**config.mk**
```make
export PLATFORM = sky130hd
export DESIGN_NAME = load_store_unit
export DESIGN_NICKNAME = d
export VERILOG_FILES = /design/src/rtl/load_store_unit.sv
export SDC_FILE = /design/constraint.sdc
export NUM_CORES = 1
export LEC_CHECK = 0
export CAP_MARGIN = 20
export CORE_UTILIZATION = 29
export DETAILED_ROUTE_END_ITERATION = 8
export PLACE_DENSITY = 0.68
export SYNTH_ARGS = -nofsm -noshare
export SYNTH_HDL_FRONTEND = slang
export SYNTH_SLANG_ARGS = --single-unit
```
**constraint.sdc**
```tcl
create_clock -name i_clk -period 8.3 [get_ports i_clk]
set_input_delay 2.075 -clock i_clk [delete_from_list [all_inputs] [get_ports i_clk]]
set_output_delay 2.075 -clock i_clk [all_outputs]
set_load 0.005 [all_outputs]
```
**src/rtl/load_store_unit.sv**
```systemverilog
// Load/store unit: aligns pipeline loads/stores onto a word-wide data memory port.
// Latency: request cycle, >=1 ACCESS cycle(s) until i_dmemReady, then one DONE cycle (load result 2 cycles after request at best).
// Backpressure: o_stall holds the pipeline while an access is starting or in flight; memory stalls by withholding i_dmemReady.
// Build option: define LSU_MISALIGN_CHECK_EN to flag and refuse misaligned half/word accesses.
module load_store_unit (
  input  logic        i_clk,
  input  logic        i_rst,
  input  logic        i_memReq,
  input  logic        i_memWrite,
  input  logic [2:0]  i_funct3,
  input  logic [31:0] i_addr,
  input  logic [31:0] i_storeData,
  output logic        o_stall,
  output logic [31:0] o_loadData,
  output logic        o_loadValid,
  output logic        o_misaligned,
  output logic        o_dmemReq,
  output logic        o_dmemWrite,
  output logic [31:0] o_dmemAddr,
  output logic [31:0] o_dmemWdata,
  output logic [3:0]  o_dmemByteEn,
  input  logic        i_dmemReady,
  input  logic [31:0] i_dmemRdata
);

  typedef enum logic [1:0] {IDLE, ACCESS, DONE} state_t;

  state_t      state;
  logic [1:0]  size_q;    // captured access size
  logic        zext_q;    // captured extend mode, 1 = zero-extend
  logic [1:0]  lane_q;    // captured address low bits for lane selection

  logic        start;
  logic [3:0]  req_be;
  logic [31:0] req_wdata;
  logic [7:0]  byte_sel;
  logic [15:0] half_sel;
  logic [31:0] load_ext;

`ifdef LSU_MISALIGN_CHECK_EN
  logic mis_raw;
  // half needs addr[0]=0, word needs addr[1:0]=0; only meaningful while a request waits in IDLE
  assign mis_raw      = ((i_funct3[1:0] == 2'b01) & i_addr[0]) |
                        (i_funct3[1] & (i_addr[1:0] != 2'b00));
  assign o_misaligned = (state == IDLE) & i_memReq & mis_raw;
`else
  // low address bits below the access size are simply ignored
  assign o_misaligned = 1'b0;
`endif

  assign start   = (state == IDLE) & i_memReq & ~o_misaligned;
  assign o_stall = (state == ACCESS) | start;

  // Byte enables and lane-replicated write data for the incoming request
  always_comb begin
    req_be    = 4'b0000;
    req_wdata = i_storeData;
    case (i_funct3[1:0])
      2'b00: begin
        req_be    = 4'b0001 << i_addr[1:0];
        req_wdata = {4{i_storeData[7:0]}};
      end
      2'b01: begin
        req_be    = i_addr[1] ? 4'b1100 : 4'b0011;
        req_wdata = {2{i_storeData[15:0]}};
      end
      default: begin
        req_be    = 4'b1111;
        req_wdata = i_storeData;
      end
    endcase
    if (!i_memWrite) req_be = 4'b0000;
  end

  // Lane select and sign/zero extension of the returning read word
  always_comb begin
    byte_sel = i_dmemRdata[{lane_q, 3'b000} +: 8];
    half_sel = lane_q[1] ? i_dmemRdata[31:16] : i_dmemRdata[15:0];
    case (size_q)
      2'b00:   load_ext = zext_q ? {24'h0, byte_sel} : {{24{byte_sel[7]}}, byte_sel};
      2'b01:   load_ext = zext_q ? {16'h0, half_sel} : {{16{half_sel[15]}}, half_sel};
      default: load_ext = i_dmemRdata;
    endcase
  end

  // Access FSM with registered memory-side and load-result outputs
  always_ff @(posedge i_clk or posedge i_rst) begin
    if (i_rst) begin
      state        <= IDLE;
      size_q       <= 2'b00;
      zext_q       <= 1'b0;
      lane_q       <= 2'b00;
      o_dmemReq    <= 1'b0;
      o_dmemWrite  <= 1'b0;
      o_dmemAddr   <= 32'h0;
      o_dmemWdata  <= 32'h0;
      o_dmemByteEn <= 4'b0000;
      o_loadData   <= 32'h0;
      o_loadValid  <= 1'b0;
    end else begin
      case (state)
        IDLE: begin
          if (start) begin
            state        <= ACCESS;
            size_q       <= i_funct3[1:0];
            zext_q       <= i_funct3[2];
            lane_q       <= i_addr[1:0];
            o_dmemReq    <= 1'b1;
            o_dmemWrite  <= i_memWrite;
            o_dmemAddr   <= {i_addr[31:2], 2'b00};
            o_dmemWdata  <= req_wdata;
            o_dmemByteEn <= req_be;
          end
        end
        ACCESS: begin
          if (i_dmemReady) begin
            state        <= DONE;
            o_dmemReq    <= 1'b0;
            o_dmemWrite  <= 1'b0;
            o_dmemByteEn <= 4'b0000;
            // o_dmemWrite still holds the captured store flag here
            if (!o_dmemWrite) begin
              o_loadData  <= load_ext;
              o_loadValid <= 1'b1;
            end
          end
        end
        DONE: begin
          // one-cycle completion; any pending i_memReq waits for IDLE
          o_loadValid <= 1'b0;
          state       <= IDLE;
        end
        default: state <= IDLE;
      endcase
    end
  end

endmodule

```
### Word-level counts from Yosys, hierarchy flattened

Index checks and enable logic that the tools add are counted.

| word-level totals | value |
|---|---|
| flip-flop bits (word level) | 108 |
| bits of input ports | 104 |
| output and inout port bits | 105 |
| logic and storage cells | 55 |

| cells by class | value |
|---|---|
| equal/unequal tests | 7 |
| shift operators | 2 |
| mux-type cells | 22 |
| bitwise operators | 3 |
| reduce and logical (&&, ||, !) cells | 10 |

Operators by type and width:

| cell | number |
|---|---|
| one-hot mux 32 bit (2 select lines) | 2 |
| two-way mux 32 bit | 2 |
| variable part select 32 x 6 -> 8 bit | 1 |
| two-way mux 16 bit | 1 |
| two-way mux 4 bit | 4 |
| one-hot mux 4 bit (2 select lines) | 2 |
| AND reduction 3 bit | 3 |
| equality test 2 x 1 -> 1 bit (second input constant) | 3 |
| logical NOT 2 bit | 3 |
| inequality test 2 bit (second input constant) | 3 |
| one-hot mux 1 bit (2 select lines) | 3 |
| two-way mux 1 bit | 5 |
| two-way mux 2 bit | 2 |
| one-hot mux 2 bit (2 select lines) | 1 |
| AND reduction 2 bit | 2 |
| nonzero test 2 bit | 2 |
| << shifter 1 x 2 -> 4 bit (first input constant) | 1 |
| equality test 2 bit (second input constant) | 1 |
| bitwise AND 1 bit | 1 |
| NOT 1 bit | 1 |
| OR 1 bit | 1 |

### Longest topological paths before layout

Gate-level depths: netlist (run 1).

| logic depth | value |
|---|---|
| depth after elaboration | 5 |
| mapped depth | 7 |
| depth with buffers taken out | 4 |

### Least setup slack after synthesis (run 1)

No wires, ideal clock.

| timing path | value |
|---|---|
| path type | in2out |
| start | input i_memReq |
| end | output o_stall |
| arrival | 2.198 ns |
| required time | 6.225 ns |
| slack | 4.027 ns |
| stages on the path | 2 |
| buffers on the path | 0 |
| cell sequence | nor2_1 > nor2_1 |

| between the ends | value |
|---|---|
| cells in the longest elaborated chain, start to end | 2 |

Ends and longest elaborated chain:

| what | line | source |
|---|---|---|
| from (decl) | 8 | `input logic i_memReq,` |
| bitwise AND 1 bit | 51 | `assign start = (state == IDLE) & i_memReq & ~o_misaligned;` |
| OR 1 bit | 52 | `assign o_stall = (state == ACCESS) \| start;` |
| to (decl) | 13 | `output logic o_stall,` |

Every way passes these cells.

### Final worst setup path (run 1)

Ends and elaborated chain as after synthesis.

==> impl_metrics.csv, run 1 <==
group,metric,value,unit
route,routedWlPerCell,15.8,microns
route,dr.pass1.iters,6,
synthesis,ys_ff_latch,108,
grt,antenna_found_initial,0,
timing,setup_violations,0,
critical_path,slowest_delay,500,ps
place,placed_area,7010,sq um
route,via_count,4340,
timing,grt_setup_unrepaired,"no",
grt,grt_pass1_wl,23000,microns
timing,period_needed,5250,ps
cts,cts_hold_buf,0,
power_and_ir_drop,power_density,303,nW/um^2
timing,layout_worst_path_cycle_share,0.633,
critical_path,worstSetupPathType,"in2out",
die,die_x,131,microns
cts,h-tree-depth,3,
die,coreArea,16000,sq um
die,rows,46,
timing,slew_viol_final,0,
die,boundaryPins,209,
critical_path,crit_buf_inv,2,
critical_path,crit_path_end_kind,"output pin",
timing,finalHoldViolations,0,
route,drt-initial-drc-count,227,
hold_path,hold_class,"reg2reg",
power_and_ir_drop,power_leakage,3.26,nW
place,dp_hpwl,10400,microns
cells_and_area,area_growth,52.4,%
place,post-place-ws,3040,ps
cells_and_area,drive_gt1_frac,0.0499,
synthesis,netlist.area_leader.share,0.563,
die,chipHeight,131,microns
cells_and_area,antenna-diode-count,0,
cts,cts-buffers-inserted,9,
grt,grt_max_degree,92,
cts,cts_max_path_buffers,2,
critical_path,r2r-end,"o_loadData[4]",
route,totalWireLength,14800,microns
synthesis,netlist_area,4800,sq um
cells_and_area,final_cell_area,7310,sq um
hold_path,whs_path_depth,2,
hold_path,hold_end,"o_dmemAddr[19]",
route,drc,0,
power_and_ir_drop,p_int,1.48,mW
critical_path,rr_worst_depth,4,
synthesis,synth_area_leaders,"dfrtp_1 (56%), nand2_1 (15%), mux2i_1 (5.6%)",
place,io_buffers,205,
die,dieArea,17100,sq um
power_and_ir_drop,max-vdd-ir-drop,123,uV
critical_path,cp_slowest_cell,"clkdlybuf4s50_1",
cells_and_area,final_nets,821,
critical_path,reg2reg_from,"size_q[1]",
synthesis,seq_area_frac_synth,0.563,
cts,cts_tree,"built",
grt,grt-ovfl-total,0,
cts,cts_num_sinks,108,
power_and_ir_drop,power_frac_seq,0.401,
critical_path,arrival,3180,ps
synthesis,synth.avg_cell_area,9.07,sq um
grt,grt_pass1_vias,4227,
critical_path,crit_family,"buffers and inverters",
critical_path,worst-r2r-setup-slack,5970,ps
outcome,status,"finished clean",
cts,post_cts_resized,0,
die,start_util,0.300,
route,via_per_inst,4.63,
synthesis,synth.yosys.warnings,0,
critical_path,start_kind,"primary input",
place,dp.cells,921,
critical_path,required,6230,ps
timing,setup_tns,0,ps
grt,track_usage,0.180,
timing,tightest_slew,962,ps
power_and_ir_drop,pwr-share-comb,0.408,
power_and_ir_drop,switching_share,0.331,
synthesis,syn-instance-count,529,
cts,clk_pin_slew,70,ps
place,place.gp.congestion,0.805,
cells_and_area,final_cell_count_no_fill,937,
cts,insertion_delay,350,ps
synthesis,yosys.area.top_type,"dfrtp_1",
run,drv_cap,0,
hold_path,hold_start,"o_dmemAddr[19]",
cts,post_cts_buffers,0,
cts,cts_root_buffer,"clkbuf_16",
critical_path,worstPathMaxFanout,2,
timing,fmax,190,MHz
cells_and_area,final_util,0.457,
timing,fin_skew,7.95,ps
timing,fin_ws,3050,ps
timing,slew_headroom,0.357,
power_and_ir_drop,p_clk_frac,0.191,
critical_path,crit_chain,"clkdlybuf4s50_1 > nor2_1 > nor2_1 > clkdlybuf4s50_1",
synthesis,synth.distinct_cells,33,
power_and_ir_drop,p_switching,0.734,mW
route,antenna_left,0,
-- metal layers --
metal  global-route usage  routed length [microns]  vias up
met4               0.0696                      249        0
li1                     -                        -     2117
met5                    0                        0        -
met3               0.0586                     1460       15
met1                0.241                     6590     2029
met2                0.267                     6510      179
-- power by group through the flow --
stage	registers, mW	logic [mW]	clock network [mW]
after detailed placement	0.895	0.910	0
final	0.889	0.905	0.424
after floorplan	0.877	0.353	0
after global placement	0.895	0.898	0
after global routing	0.920	0.999	0.460
after CTS	0.891	0.912	0.439
-- synthesized netlist by cell type, drive strengths merged --
| library cell | number |
|---|---|
| a22oi | 7 |
| and2 | 1 |
| inv | 5 |
| clkbuf | 22 |
| a222oi | 7 |
| nand2 | 198 |
| buf | 13 |
| o21ai | 51 |
| a21oi | 29 |
| nor3 | 2 |
| a21o | 1 |
| mux2 | 8 |
| conb | 1 |
| mux2i | 27 |
| nor2b | 1 |
| a41oi | 1 |
| dfrtp | 108 |
| or3 | 1 |
| nor3b | 1 |
| nor2 | 35 |
| nand2b | 6 |
| o21ba | 1 |
| nor4 | 1 |
| nand3 | 1 |
| o311a | 1 |
-- layout make-up --
cell class / count / area, sq um
Multi-Input combinational cell: 383 / 1930
Tap cell: 216 / 270
Sequential cell: 108 / 2700
Timing Repair Buffer: 210 / 2100
Fill cell: 1579 / 8690
Clock inverter: 5 / 45.0
Clock buffer: 10 / 239
Inverter: 5 / 21.3
-- worst min-delay path, stage by stage, from the launching register on --
cell,delay (ps)
dfrtp_1,340
nand2_1,50
nand2_1,60
-- worst max-delay path by stage --
stage / startpoint / to / depth (start not counted)
after floorplan: i_rst / lane_q[0] / 1
after global placement: i_memReq / o_stall / 4
after detailed placement: i_memReq / o_stall / 4
after CTS: i_memReq / o_stall / 4
after global routing: i_memReq / o_stall / 4
final: i_memReq / o_stall / 4
-- state kept, by name (all words and copies together), names as in the netlist --
signal and flops:
o_dmemWdata 32, o_loadData 32, o_dmemAddr 30, o_dmemByteEn 4, lane_q 2, size_q 2
state 2, o_dmemReq 1, o_dmemWrite 1, o_loadValid 1, zext_q 1
-- placed cells by master, fill, tap and decap left out, types with 2 or more instances in the layout --
cell type,count
o21ai_1,2
o21ai_0,49
inv_1,4
mux2i_1,27
mux2_2,8
conb_1,3
clkdlybuf4s50_1,205
dfrtp_1,108
nor2_1,34
clkbuf_16,9
a22oi_1,6
buf_4,4
a21oi_1,28
a222oi_1,7
nand2_1,198
nand2b_1,5
clkinv_4,2
-- logic make-up after synthesis --
logic type	Yosys count	share of synthesized area
flops	108	0.563
simple gates	247	0.201
other cells	1	0.000781
buf+inv	40	0.0378
compound gates	98	0.122
mux	35	0.0751
-- stage by stage --
step | hold WS, ps | power, mW
3_5_place_dp | 462 | 1.81
5_1_grt | 504 | 2.38
6_report | 477 | 2.22
2_1_floorplan | 470 | 1.23
3_3_place_gp | 457 | 1.79
4_1_cts | 481 | 2.24
(Power assumes the default switching activity.)
==> run 2, diff against run 1 <==
clock period = 5.13 ns   (was 8.3 ns; I/O delays follow)
==> run 2 against run 1 <==
Net effect:
- die area did not move
- total power increased by 63%
- sequential share of layout area is 0.057 points lower
- flip-flop and latch count unchanged
- core utilization increased by 0.070 points
- worst setup slack got worse by 1600 ps
- first-iteration DRC count increased by 14%
- via count is 0.62% higher
- largest power group unchanged
==> impl_metrics.csv, run 2 (synthesis results as in run 1) <==
group,metric,value,unit
power_and_ir_drop,switching_share,0.327,
place,io_buffers,205,
cells_and_area,reg_top3,"o_dmemWdata x32, o_loadData x32, o_dmemAddr x30",
place,post-place-ws,1460,ps
timing,slew_viol_final,0,
timing,setup_violations,0,
cts,cts_hold_buf,0,
cts,clk_pin_slew,70,ps
die,rows,46,
hold_path,hold_class,"reg2reg",
power_and_ir_drop,p_switching,1.18,mW
timing,slew_headroom,0.302,
cts,insertion_delay,350,ps
timing,grt_setup_unrepaired,"no",
timing,fmax,273,MHz
critical_path,worstPathMaxFanout,2,
place,placed_area,7030,sq um
power_and_ir_drop,power_frac_seq,0.400,
cells_and_area,final_common_cell,"clkdlybuf4s50_1",
route,drt-initial-drc-count,259,
place,dp_hpwl,10900,microns
power_and_ir_drop,pwr-share-comb,0.405,
cells_and_area,final_nets,823,
critical_path,crit_path_end_kind,"output pin",
timing,layout_worst_path_cycle_share,0.714,
grt,antenna_found_initial,1,
route,via_per_inst,4.65,
timing,setup_tns,0,ps
critical_path,reg2reg_from,"size_q[1]",
cells_and_area,fillCellCount,1597,
die,die_x,131,microns
critical_path,worstSetupStartpoint,"i_memReq",
timing,fin_skew,5.91,ps
grt,track_usage,0.180,
critical_path,required,3850,ps
critical_path,start_kind,"primary input",
grt,grt_pass1_wl,23000,microns
grt,grt_pass1_vias,4202,
timing,finalHoldViolations,0,
route,routedWlPerCell,16.1,microns
cts,cts_max_path_buffers,2,
timing,whs,474,ps
cts,cts-buffers-inserted,9,
power_and_ir_drop,power.total,3.61,mW
power_and_ir_drop,max-vdd-ir-drop,210,uV
power_and_ir_drop,power_leakage,3.27,nW
critical_path,arrival,2380,ps
cells_and_area,antenna-diode-count,0,
route,drc,0,
timing,tightest_slew,1040,ps
route,dr.pass1.iters,4,
cts,post_cts_buffers,0,
run,drv_cap,0,
route,totalWireLength,15100,microns
critical_path,crit_family,"buffers and inverters",
die,boundaryPins,209,
cts,post_cts_resized,0,
power_and_ir_drop,p_int,2.43,mW
cts,cts_root_buffer,"clkbuf_16",
timing,fin_ws,1470,ps
cells_and_area,final_cell_mix,"clkdlybuf4s50_1 (205), nand2_1 (198), dfrtp_1 (108), o21ai_0 (49), nor2_1 (34)",
critical_path,crit_chain,"clkdlybuf4s50_1 > nor2_1 > nor2_1 > clkdlybuf4s50_1",
die,chipHeight,131,microns
hold_path,hold_start,"o_dmemAddr[31]",
cts,cts_num_sinks,108,
grt,grt_max_degree,71,
die,dieArea,17100,sq um
cells_and_area,drive_gt1_frac,0.0525,
power_and_ir_drop,power_density,493,nW/um^2
outcome,status,"finished clean",
power_and_ir_drop,p_clk_frac,0.195,
critical_path,slowest_delay,500,ps
cells_and_area,area_growth,52.6,%
route,antenna_left,0,
cts,cts_tree,"built",
critical_path,worstSetupPathType,"in2out",
critical_path,crit_buf_inv,2,
place,place.gp.congestion,0.828,
critical_path,cp_slowest_cell,"clkdlybuf4s50_1",
cts,h-tree-depth,3,
route,via_count,4367,
cells_and_area,final_cell_area,7320,sq um
die,coreArea,16000,sq um
timing,period_needed,3660,ps
grt,grt-ovfl-total,0,
die,start_util,0.300,
run 2: power by group through the flow:
| stage | clock network, mW | logic, mW | registers, mW |
|---|---|---|---|
| floorplan | 0 | 0.570 | 1.42 |
| global placement | 0 | 1.46 | 1.45 |
| detailed placement | 0 | 1.48 | 1.46 |
| CTS | 0.731 | 1.49 | 1.45 |
| global route | 0.760 | 1.61 | 1.49 |
| finish | 0.703 | 1.46 | 1.45 |
run 2: area by class of cell:
class,instances,area (sq um),area share
clock buffers,10,229,0.0313
clock inverters,6,63.8,0.00871
inverters,5,21.3,0.00290
multi-input cells,383,1930,0.264
flip-flops and latches,108,2700,0.369
well taps,216,270,0.0369
repair buffers,212,2100,0.287
run 2: routing by layer:
layer | part of all wire | global-route usage | vias to the layer above
met2 | 0.45 | 0.285 | 204
met1 | 0.42 | 0.223 | 2027
met4 | 0.021 | 0.0642 | 0
met3 | 0.11 | 0.0680 | 20
met5 | 0 | 0 | -
li1 | - | - | 2116
run 2: worst register-to-register path: stages, from the launching register on:
cell      delay (ps)
dfrtp_1          790
inv_1            410
and2_1           390
a222oi_1         470
o21ai_0          130
run 2: stage by stage:
stage                util  std cells
CTS                 0.458        940
global route        0.458        940
global placement    0.439        924
finish              0.458        940
detailed placement  0.439        924
floorplan               -        531
run 2: path summary, 6_finish.rpt:
path	end	slack [ps]	depth (start not counted)
max in group asynchronous	o_dmemWdata[31]	2770	3
worst max register to register	o_loadData[4]	2810	4
worst max-delay path	o_stall	1470	4
worst min-delay path	o_dmemAddr[31]	470	2
worst min register to register	o_dmemAddr[31]	470	2
min in group asynchronous	o_dmemAddr[29]	1480	2
